## src/rtl/max2831_pkg.sv

```systemverilog
// Shared types and sizes for the MAX2831 SPI arbiter and its serializer.
// Holds the arbitration state encoding and the round-robin pick helper.
// No logic of its own; imported by every file in this block.
package max2831_pkg;

    localparam int NREQ   = 3;
    localparam int ADDR_W = 4;
    localparam int DATA_W = 14;
    localparam int WORD_W = DATA_W + ADDR_W;

    typedef enum logic [2:0] {
        IDLE    = 3'd0,
        SHIFT   = 3'd1,
        CS_HOLD = 3'd2,
        RELEASE = 3'd3,
        GAP     = 3'd4
    } arb_state_t;

    // Round-robin winner: scan starting one past the previous winner.
    function automatic logic [1:0] rr_pick(input logic [NREQ-1:0] req,
                                           input logic [1:0]      last);
        logic [1:0] pick;
        logic [1:0] idx;
        logic       found;
        pick  = 2'd0;
        found = 1'b0;
        for (int i = 1; i <= NREQ; i++) begin
            idx = 2'((int'(last) + i) % NREQ);
            if (!found && req[idx]) begin
                pick  = idx;
                found = 1'b1;
            end
        end
        return pick;
    endfunction

endpackage

```

## src/rtl/max2831_spi_shift.sv

```systemverilog
// 18-bit MSB-first serializer for the MAX2831 3-wire bus.
// Latency: loads on start, 2*SCLK_DIV cycles per bit, done pulses one cycle after the last high phase.
// Backpressure: none; start is only issued by the arbiter while idle.
// Ports: clk/resetn; start + word load a frame; spi_sclk/spi_din drive the bus; done marks frame end.
module max2831_spi_shift
    import max2831_pkg::*;
#(
    parameter int SCLK_DIV = 2
) (
    input  logic              clk,
    input  logic              resetn,
    input  logic              start,
    input  logic [WORD_W-1:0] word,
    output logic              spi_sclk,
    output logic              spi_din,
    output logic              done
);

    logic              active;
    logic [WORD_W-1:0] shreg;
    logic [7:0]        half_cnt;
    logic [4:0]        bit_cnt;

    // The bus data bit is the MSB of the shift register, so it only moves
    // on the edge that drops spi_sclk and stays put through the high phase.
    assign spi_din = shreg[WORD_W-1];

    always_ff @(posedge clk or negedge resetn) begin
        if (!resetn) begin
            active   <= 1'b0;
            shreg    <= '0;
            half_cnt <= 8'd0;
            bit_cnt  <= 5'd0;
            spi_sclk <= 1'b0;
            done     <= 1'b0;
        end else begin
            done <= 1'b0;
            if (start) begin
                active   <= 1'b1;
                shreg    <= word;
                spi_sclk <= 1'b0;
                half_cnt <= 8'd0;
                bit_cnt  <= 5'd0;
            end else if (active) begin
                if (half_cnt == 8'(SCLK_DIV - 1)) begin
                    half_cnt <= 8'd0;
                    if (!spi_sclk) begin
                        spi_sclk <= 1'b1;
                    end else begin
                        spi_sclk <= 1'b0;
                        if (bit_cnt == 5'(WORD_W - 1)) begin
                            active  <= 1'b0;
                            done    <= 1'b1;
                            bit_cnt <= 5'd0;
                            shreg   <= '0;
                        end else begin
                            bit_cnt <= bit_cnt + 5'd1;
                            shreg   <= {shreg[WORD_W-2:0], 1'b0};
                        end
                    end
                end else begin
                    half_cnt <= half_cnt + 8'd1;
                end
            end
        end
    end

endmodule

```

## src/rtl/max2831_spi_arbiter.sv

```systemverilog
// Round-robin arbiter granting three requesters one MAX2831 register write at a time.
// Latency: grant and spi_csn low on the edge after req; spi_csn low 4*SCLK_DIV*... = 2+36*SCLK_DIV+SCLK_DIV cycles.
// Backpressure: max2831_ready low while busy; grant held until the winner drops req.
// Ports: clk/resetn; req/req_addr/req_data per requester; grant one-hot; max2831_ready; spi_csn/spi_sclk/spi_din bus.
module max2831_spi_arbiter
    import max2831_pkg::*;
#(
    parameter int SCLK_DIV = 2
) (
    input  logic                     clk,
    input  logic                     resetn,
    input  logic [NREQ-1:0]          req,
    input  logic [NREQ*ADDR_W-1:0]   req_addr,
    input  logic [NREQ*DATA_W-1:0]   req_data,
    output logic [NREQ-1:0]          grant,
    output logic                     max2831_ready,
    output logic                     spi_csn,
    output logic                     spi_sclk,
    output logic                     spi_din
);

    arb_state_t        state;
    logic [1:0]        cur;
    logic [1:0]        last_winner;
    logic [1:0]        win;
    logic [WORD_W-1:0] word;
    logic [WORD_W-1:0] cand;
    logic              start;
    logic              done;
    logic              req_dropped;
    logic [8:0]        cnt;

    always_comb win = rr_pick(req, last_winner);

    always_comb begin
        cand = {req_data[DATA_W-1:0], req_addr[ADDR_W-1:0]};
        case (win)
            2'd1:    cand = {req_data[2*DATA_W-1:DATA_W], req_addr[2*ADDR_W-1:ADDR_W]};
            2'd2:    cand = {req_data[3*DATA_W-1:2*DATA_W], req_addr[3*ADDR_W-1:2*ADDR_W]};
            default: ;
        endcase
    end

    always_ff @(posedge clk or negedge resetn) begin
        if (!resetn) begin
            state         <= IDLE;
            grant         <= '0;
            max2831_ready <= 1'b1;
            spi_csn       <= 1'b1;
            cur           <= 2'd0;
            last_winner   <= 2'd2;
            word          <= '0;
            start         <= 1'b0;
            req_dropped   <= 1'b0;
            cnt           <= 9'd0;
        end else begin
            start <= 1'b0;
            case (state)
                IDLE: begin
                    if (|req) begin
                        cur           <= win;
                        word          <= cand;
                        grant         <= 3'b001 << win;
                        max2831_ready <= 1'b0;
                        spi_csn       <= 1'b0;
                        start         <= 1'b1;
                        req_dropped   <= 1'b0;
                        state         <= SHIFT;
                    end
                end
                SHIFT: begin
                    // Remember an early withdrawal so RELEASE needs no
                    // further handshake even if req is raised again later.
                    if (!req[cur]) req_dropped <= 1'b1;
                    if (done) begin
                        cnt   <= 9'd0;
                        state <= CS_HOLD;
                    end
                end
                CS_HOLD: begin
                    if (!req[cur]) req_dropped <= 1'b1;
                    if (cnt == 9'(SCLK_DIV - 1)) begin
                        cnt     <= 9'd0;
                        spi_csn <= 1'b1;
                        state   <= RELEASE;
                    end else begin
                        cnt <= cnt + 9'd1;
                    end
                end
                RELEASE: begin
                    if (req_dropped || !req[cur]) begin
                        grant       <= '0;
                        last_winner <= cur;
                        cnt         <= 9'd0;
                        state       <= GAP;
                    end
                end
                GAP: begin
                    if (cnt == 9'(2 * SCLK_DIV - 1)) begin
                        cnt           <= 9'd0;
                        max2831_ready <= 1'b1;
                        state         <= IDLE;
                    end else begin
                        cnt <= cnt + 9'd1;
                    end
                end
                default: state <= IDLE;
            endcase
        end
    end

    max2831_spi_shift #(
        .SCLK_DIV (SCLK_DIV)
    ) u_shift (
        .clk      (clk),
        .resetn   (resetn),
        .start    (start),
        .word     (word),
        .spi_sclk (spi_sclk),
        .spi_din  (spi_din),
        .done     (done)
    );

endmodule

```

## config.mk

```make
export PLATFORM = sky130hd
export DESIGN_NAME = max2831_spi_arbiter
export DESIGN_NICKNAME = d
export VERILOG_FILES = /design/src/rtl/max2831_pkg.sv /design/src/rtl/max2831_spi_shift.sv /design/src/rtl/max2831_spi_arbiter.sv
export SDC_FILE = /design/constraint.sdc
export NUM_CORES = 1
export LEC_CHECK = 0
export BUFFER_PORTS_ARGS = -buffer_cell sky130_fd_sc_hd__buf_2
export CORE_MARGIN = 2
export CORE_UTILIZATION = 61
export CTS_CLUSTER_SIZE = 28
export DETAILED_ROUTE_END_ITERATION = 10
export GPL_ROUTABILITY_DRIVEN = 0
export PLACE_DENSITY = 0.95
export SETUP_SLACK_MARGIN = 0.2
export SYNTH_ARGS = -nofsm -noshare
export SYNTH_HDL_FRONTEND = slang
export SYNTH_SLANG_ARGS = --single-unit
```

## constraint.sdc

```tcl
create_clock -name clk -period 7.4 [get_ports clk]
set_clock_uncertainty 0.2 [all_clocks]
set_input_delay 0.37 -clock clk [delete_from_list [all_inputs] [get_ports clk]]
set_output_delay 0.37 -clock clk [all_outputs]
set_load 0.02 [all_outputs]
```

==> impl_metrics.yaml, run 1 <==
finish:
  multiInputGateArea_um2: 1970
  fin_cells: 585
  diodes: 0
  regArea_um2: 1880
  synthToLayoutAreaGrowth_pct: 13.6
  nets: 574
  fillers: 443
  drive_above_1_share: 0.213
floorplan:
  die_h_um: 85.2
  rows: 29
  fp.dieW_um: 85.2
  io_pins: 66
  fp.coreArea_um2: 6350
  die_area_um2: 7260
  start_util: 0.633
sta:
  finalHoldViolCount: 0
  setup-tns-final_ps: 0
  setup_violations: 0
  fin_crit_ps: 3300
  period_share: 0.446
  rsz0062_at_grt: "no"
  maxSlewViolCount: 0
  relSlewSlack: 0.361
  fmax_ghz: 0.303
  worst_pin_slew_ps: 958
  worst_slack_ps: 4100
  whs_ps: 36.8
synth:
  synth_warnings: 0
  synthTopCellsByArea: "dfrtp_1 (45%), o21ai_0 (8.3%), nand2_1 (8.0%)"
  ys_seq_area_frac: 0.468
  synth.distinct_cells: 53
  postSynthCellCount: 453
  synthFlopType: "dfrtp_1"
  async_flop_share: 1.00
  avgSynthCellArea_um2: 8.87
  synth_area_um2: 4020
  postSynthNetCount: 524
  synth_top_area_frac: 0.448
  synth_top_cell_by_area: "dfrtp_1"
  synthTopCellsByCount: "nand2_1 (86), dfrtp_1 (72), o21ai_0 (67), a21oi_1 (30), clkbuf_1 (26)"
  yosysMostFrequentCell: "nand2_1"
  synth_edf_count: 0
  synth-seq-cells: 75
clocking:
  clock_path_buffers: 2
  worstSkewPairLatency_ps: 350
  postCtsSetupBuffers: 0
  clock-root-buffer: "clkbuf_8"
  cts.repair.resized: 0
  clock-sinks: 75
  path_clk_slew_ps: 80
  cts_hold_buf: 0
  cts_buffers: 9
  cts_tree: "built"
  h-tree-depth: 3
setup_path:
  r2r_end: "word[6]"
  reg2reg_from: "last_winner[1]"
  rr_worst_depth: 8
  cp.required_ps: 7470
  cp-end-kind: "flip-flop"
  cp_max_fo: 36
  reg2reg_slack_ps: 4100
  critical_path_class: "flip-flop to flip-flop"
  arrival_ps: 3370
  crit_path_start_kind: "flip-flop"
run_status:
  status: "completed"
routing:
  wl_per_cell_um: 15.2
  via_per_inst: 5.97
  drc: 0
  routed_wirelength_mm: 8.92
  drt_iter0_drc: 300
  route.vias.total: 3491
  antenna_left: 0
  detail_route.first_pass.iterations: 5
grt:
  grt_max_degree: 76
  grt_antenna_before_repair: 0
  grt_pass1_vias: 3480
  grt_usage: 0.260
  grt_pass1_wl_mm: 15.1
  gr-total-overflow: 0
pwr:
  peakVddDrop_v: 0.000182
  power.leakage_nw: 2.28
  cellPowerDensity_nw_per_um2: 255
place:
  dp_hpwl_mm: 6.11
  place_ws_ps: 4200
  io_buffers: 65
  dp_cells: 569
run:
  maxCapViolations: 0
hold_path:
  min_path_type: "primary input to async pin"
## state kept, by name, indices dropped and copies added (netlist names)
| signal | cells |
|---|---|
| u_shift.done | 1 |
| u_shift.active | 1 |
| grant | 3 |
| state | 3 |
| u_shift.bit_cnt | 5 |
| u_shift.spi_sclk | 1 |
| word | 18 |
| spi_csn | 1 |
| last_winner | 2 |
| u_shift.half_cnt | 8 |
| cnt | 9 |
| cur | 2 |
| req_dropped | 1 |
| start | 1 |
| max2831_ready | 1 |
| u_shift.shreg | 18 |
## layout by cell type, fill, tap and decap left out, types with 4 or more instances in the layout
master    netlist  final
inv_1          12     12
and2_1          5      5
clkbuf_8        0     11
a21oi_1        30     30
dfrtp_1        72     72
nand3_1         9      9
a21o_1          7      7
nor2_1         15     15
nand2_1        86     86
nor3_1          5      5
a22oi_1        18     18
and3_1         12     12
or3_1           6      6
o21ai_0        67     67
ha_1           12     12
nor3b_1         6      6
xnor2_1         4      4
buf_2           0     65
and3_2          9      9
mux2_2          4      4
## kinds of logic after synthesis
| logic type | count (synthesis) | synth area share |
|---|---|---|
| simple gates | 171 | 0.217 |
| compound gates | 143 | 0.209 |
| flops | 75 | 0.468 |
| buf+inv | 41 | 0.0423 |
| fa+ha+maj | 12 | 0.0373 |
| xor+xnor | 7 | 0.0153 |
| mux | 4 | 0.0112 |
## report_power, final
| group | total (W) | internal, W | switching [W] |
|---|---|---|---|
| Sequential | 0.000556 | 0.000495 | 0.0000615 |
| Combinational | 0.000251 | 0.000109 | 0.000143 |
| Clock | 0.000356 | 0.000207 | 0.000150 |
| Total | 0.00116 | 0.000810 | 0.000354 |
## through the flow
step	util	total power [W]	instance area, µm²
after CTS	0.719	0.00117	4570
after global routing	0.719	0.00123	4570
final	0.719	0.00116	4570
after detailed placement	0.683	0.000815	4340
after global placement	0.683	0.000793	4340
after floorplan	-	0.000738	4020
## per-layer routing
layer	global-route usage	vias up	part of all wire
met4	0.108	0	0.018
met5	0	-	0
met2	0.456	110	0.52
met1	0.316	1653	0.41
li1	-	1712	-
met3	0.0467	16	0.052
## worst max-delay path, stage by stage (launching register included)
cell and delay, ps:
dfstp_2 550, ha_1 290, o22ai_1 240, o2111ai_1 160
a21boi_0 310, inv_1 130, ha_1 880, o21ai_0 270
o21ai_0 190
## layout make-up
class | instances | area share
well taps | 77 | 0.0211
clock buffers | 11 | 0.0332
multi-input cells | 337 | 0.431
clock inverters | 5 | 0.0164
inverters | 12 | 0.00987
repair buffers | 68 | 0.0762
flip-flops and latches | 75 | 0.412
## how the worst max path moves through the flow
stage,startpoint,end,slack [ps],depth (start not counted)
2_1_floorplan,last_winner[1],word[11],4600,10
3_3_place_gp,last_winner[1],word[14],4380,8
3_5_place_dp,last_winner[1],word[6],4200,7
4_1_cts,last_winner[1],word[7],4150,7
5_1_grt,last_winner[1],word[8],3790,8
6_report,last_winner[1],word[6],4100,8
(Power assumes the default switching activity.)
==> run 2, diff against run 1 <==
--- a/config.mk
+++ b/config.mk
@@ -7,11 +7,11 @@
 export LEC_CHECK = 0
 export BUFFER_PORTS_ARGS = -buffer_cell sky130_fd_sc_hd__buf_2
 export CORE_MARGIN = 2
-export CORE_UTILIZATION = 61
+export CORE_UTILIZATION = 51
 export CTS_CLUSTER_SIZE = 28
 export DETAILED_ROUTE_END_ITERATION = 10
 export GPL_ROUTABILITY_DRIVEN = 0
-export PLACE_DENSITY = 0.95
+export PLACE_DENSITY = 0.86
 export SETUP_SLACK_MARGIN = 0.2
 export SYNTH_ARGS = -nofsm -noshare
 export SYNTH_HDL_FRONTEND = slang
==> constraint.sdc (replaced) <==
create_clock -name clk -period 2.7 [get_ports clk]
set_clock_uncertainty 0.2 [all_clocks]
set_input_delay 0.135 -clock clk [delete_from_list [all_inputs] [get_ports clk]]
set_output_delay 0.135 -clock clk [all_outputs]
set_load 0.02 [all_outputs]
==> run 2 against run 1 <==
- worst setup slack lost 4100 ps
- wire length grew 30%
- highest routed layer unchanged
- worst hold slack lost 38 ps
- the run now ends with negative hold slack left
- die area grew 19%
==> impl_metrics.yaml, run 2 (synthesis results as in run 1) <==
clocking:
  h-tree-depth: 3
  worstSkewPairLatency_ps: 350
  clock-sinks: 75
  path_clk_slew_ps: 80
  clock-root-buffer: "clkbuf_8"
  clock_path_buffers: 2
  cts_buffers: 9
  cts_tree: "built"
sta:
  finalHoldViolCount: 1
  rsz0062_at_grt: "yes"
  setup_violations: 0
  fin_crit_ps: 2670
  maxSlewViolCount: 0
  setup-tns-final_ps: 0
  whs_ps: -0.992
  period_share: 0.989
  relSlewSlack: 0.535
  fmax_ghz: 0.375
  worst_pin_slew_ps: 697
place:
  dp_hpwl_mm: 6.28
  io_buffers: 65
  dp_cells: 600
finish:
  reg_top3: "u_shift.shreg: 18 flops, word: 18 flops, cnt: 9 flops"
  fillers: 555
  final_common_cell: "nand2_1"
  diodes: 0
  synthToLayoutAreaGrowth_pct: 28.7
  fin_util: 0.673
  nets: 617
  drive_above_1_share: 0.284
  layout_common_cells: "nand2_1 (86), dfrtp_1 (71), buf_2 (65)"
  fin_cells: 652
routing:
  detail_route.first_pass.iterations: 5
  routed_wirelength_mm: 11.6
  antenna_left: 0
  wl_per_cell_um: 17.8
  route.vias.total: 3890
  drc: 0
  via_per_inst: 5.97
  drt_iter0_drc: 334
setup_path:
  arrival_ps: 2680
  cp.required_ps: 2720
  rr_worst_depth: 12
  cp_max_fo: 9
  crit_path_start_kind: "flip-flop"
  cp-end-kind: "flip-flop"
  critPathSlowestCell: "dfstp_2"
  crit_chain: "inv_2 -> ha_4 -> o22ai_4 -> o2111ai_2 -> a21boi_2 -> inv_2 -> ha_4 -> buf_8 -> a22oi_1 -> nand2_1 -> o21ai_0 -> o21ai_0"
  max_stage_delay_ps: 580
  critical_path_class: "flip-flop to flip-flop"
pwr:
  power.leakage_nw: 2.47
  cellPowerDensity_nw_per_um2: 604
  peakVddDrop_v: 0.000327
  total_power_w: 0.00313
hold_path:
  min_path_type: "primary input to flip-flop"
  whs_path_depth: 5
grt:
  grt_pass1_vias: 3746
  grt_pass1_wl_mm: 17.6
  gr-total-overflow: 0
  grt_usage: 0.258
  grt_max_degree: 47
  grt_antenna_before_repair: 0
floorplan:
  fp.dieW_um: 92.8
  io_pins: 66
  die_h_um: 92.8
  rows: 32
  fp.coreArea_um2: 7690
  die_area_um2: 8610
  start_util: 0.523
run_status:
  status: "finished, violations left"
  violations: "negative hold slack"
run:
  maxCapViolations: 0
-- run 2: per-stage QoR --
stage	setup slack [ps]	cell area [µm²]
CTS	196	4970
finish	30.6	5170
global route	-38.1	5170
global placement	-111	4450
floorplan	203	4070
detailed placement	-246	4450
-- run 2: timing repair --
item	in CTS	in global routing
pin swaps	4	9
buffers inserted	6	7
hold endpoints to repair	47	0
hold buffers	24	0
gates resized for setup	13	42
setup endpoints to repair	20	39
-- run 2: where the power goes --
part / internal (W) / switching (W) / leakage (nW) / total [W]
logic: 0.000384 / 0.000446 / 1.43 / 0.000829
registers: 0.00136 / 0.000182 / 0.959 / 0.00154
clock network: 0.000350 / 0.000409 / 0.0860 / 0.000759
total: 0.00209 / 0.00104 / 2.47 / 0.00313
-- run 2: final cells by class --
cell class                 count  area [µm²]  share of cell area
tap                          102         128              0.0247
timing repair buffer         111         795               0.154
multi-input combinational    337        2170               0.419
inverter                      12        45.0             0.00870
sequential                    75        1880               0.364
clock buffer                  12         145              0.0280
clock inverter                 3        15.0             0.00290
-- run 2: path summary, 6_finish.rpt --
path                                     start                 to  slack (ps)
worst min-delay path               req_addr[6]            word[2]          -1
worst max-delay path            last_winner[1]           word[11]          30
worst max register to register  last_winner[1]           word[11]          30
max in group asynchronous               resetn            spi_csn        1380
worst min register to register         word[4]            word[4]         290
min in group asynchronous               resetn  u_shift.shreg[17]         160
-- run 2: critical path: cells and delay by family, from the launching register on --
family                     cells  cell delay, ps
AOI/OAI and AO/OA              6             930
and+or+nand+nor                1             100
DFF                            1             580
buffers and inverters          3             320
adders and majority gates      2             390
-- run 2: layer usage --
layer | up-vias | routed length (µm) | part of all wire | track usage
li1 | 1794 | - | - | -
met2 | 156 | 6000 | 0.52 | 0.440
met3 | 52 | 666 | 0.057 | 0.0627
met1 | 1888 | 4380 | 0.38 | 0.311
met5 | - | 0 | 0 | 0
met4 | 0 | 539 | 0.047 | 0.105
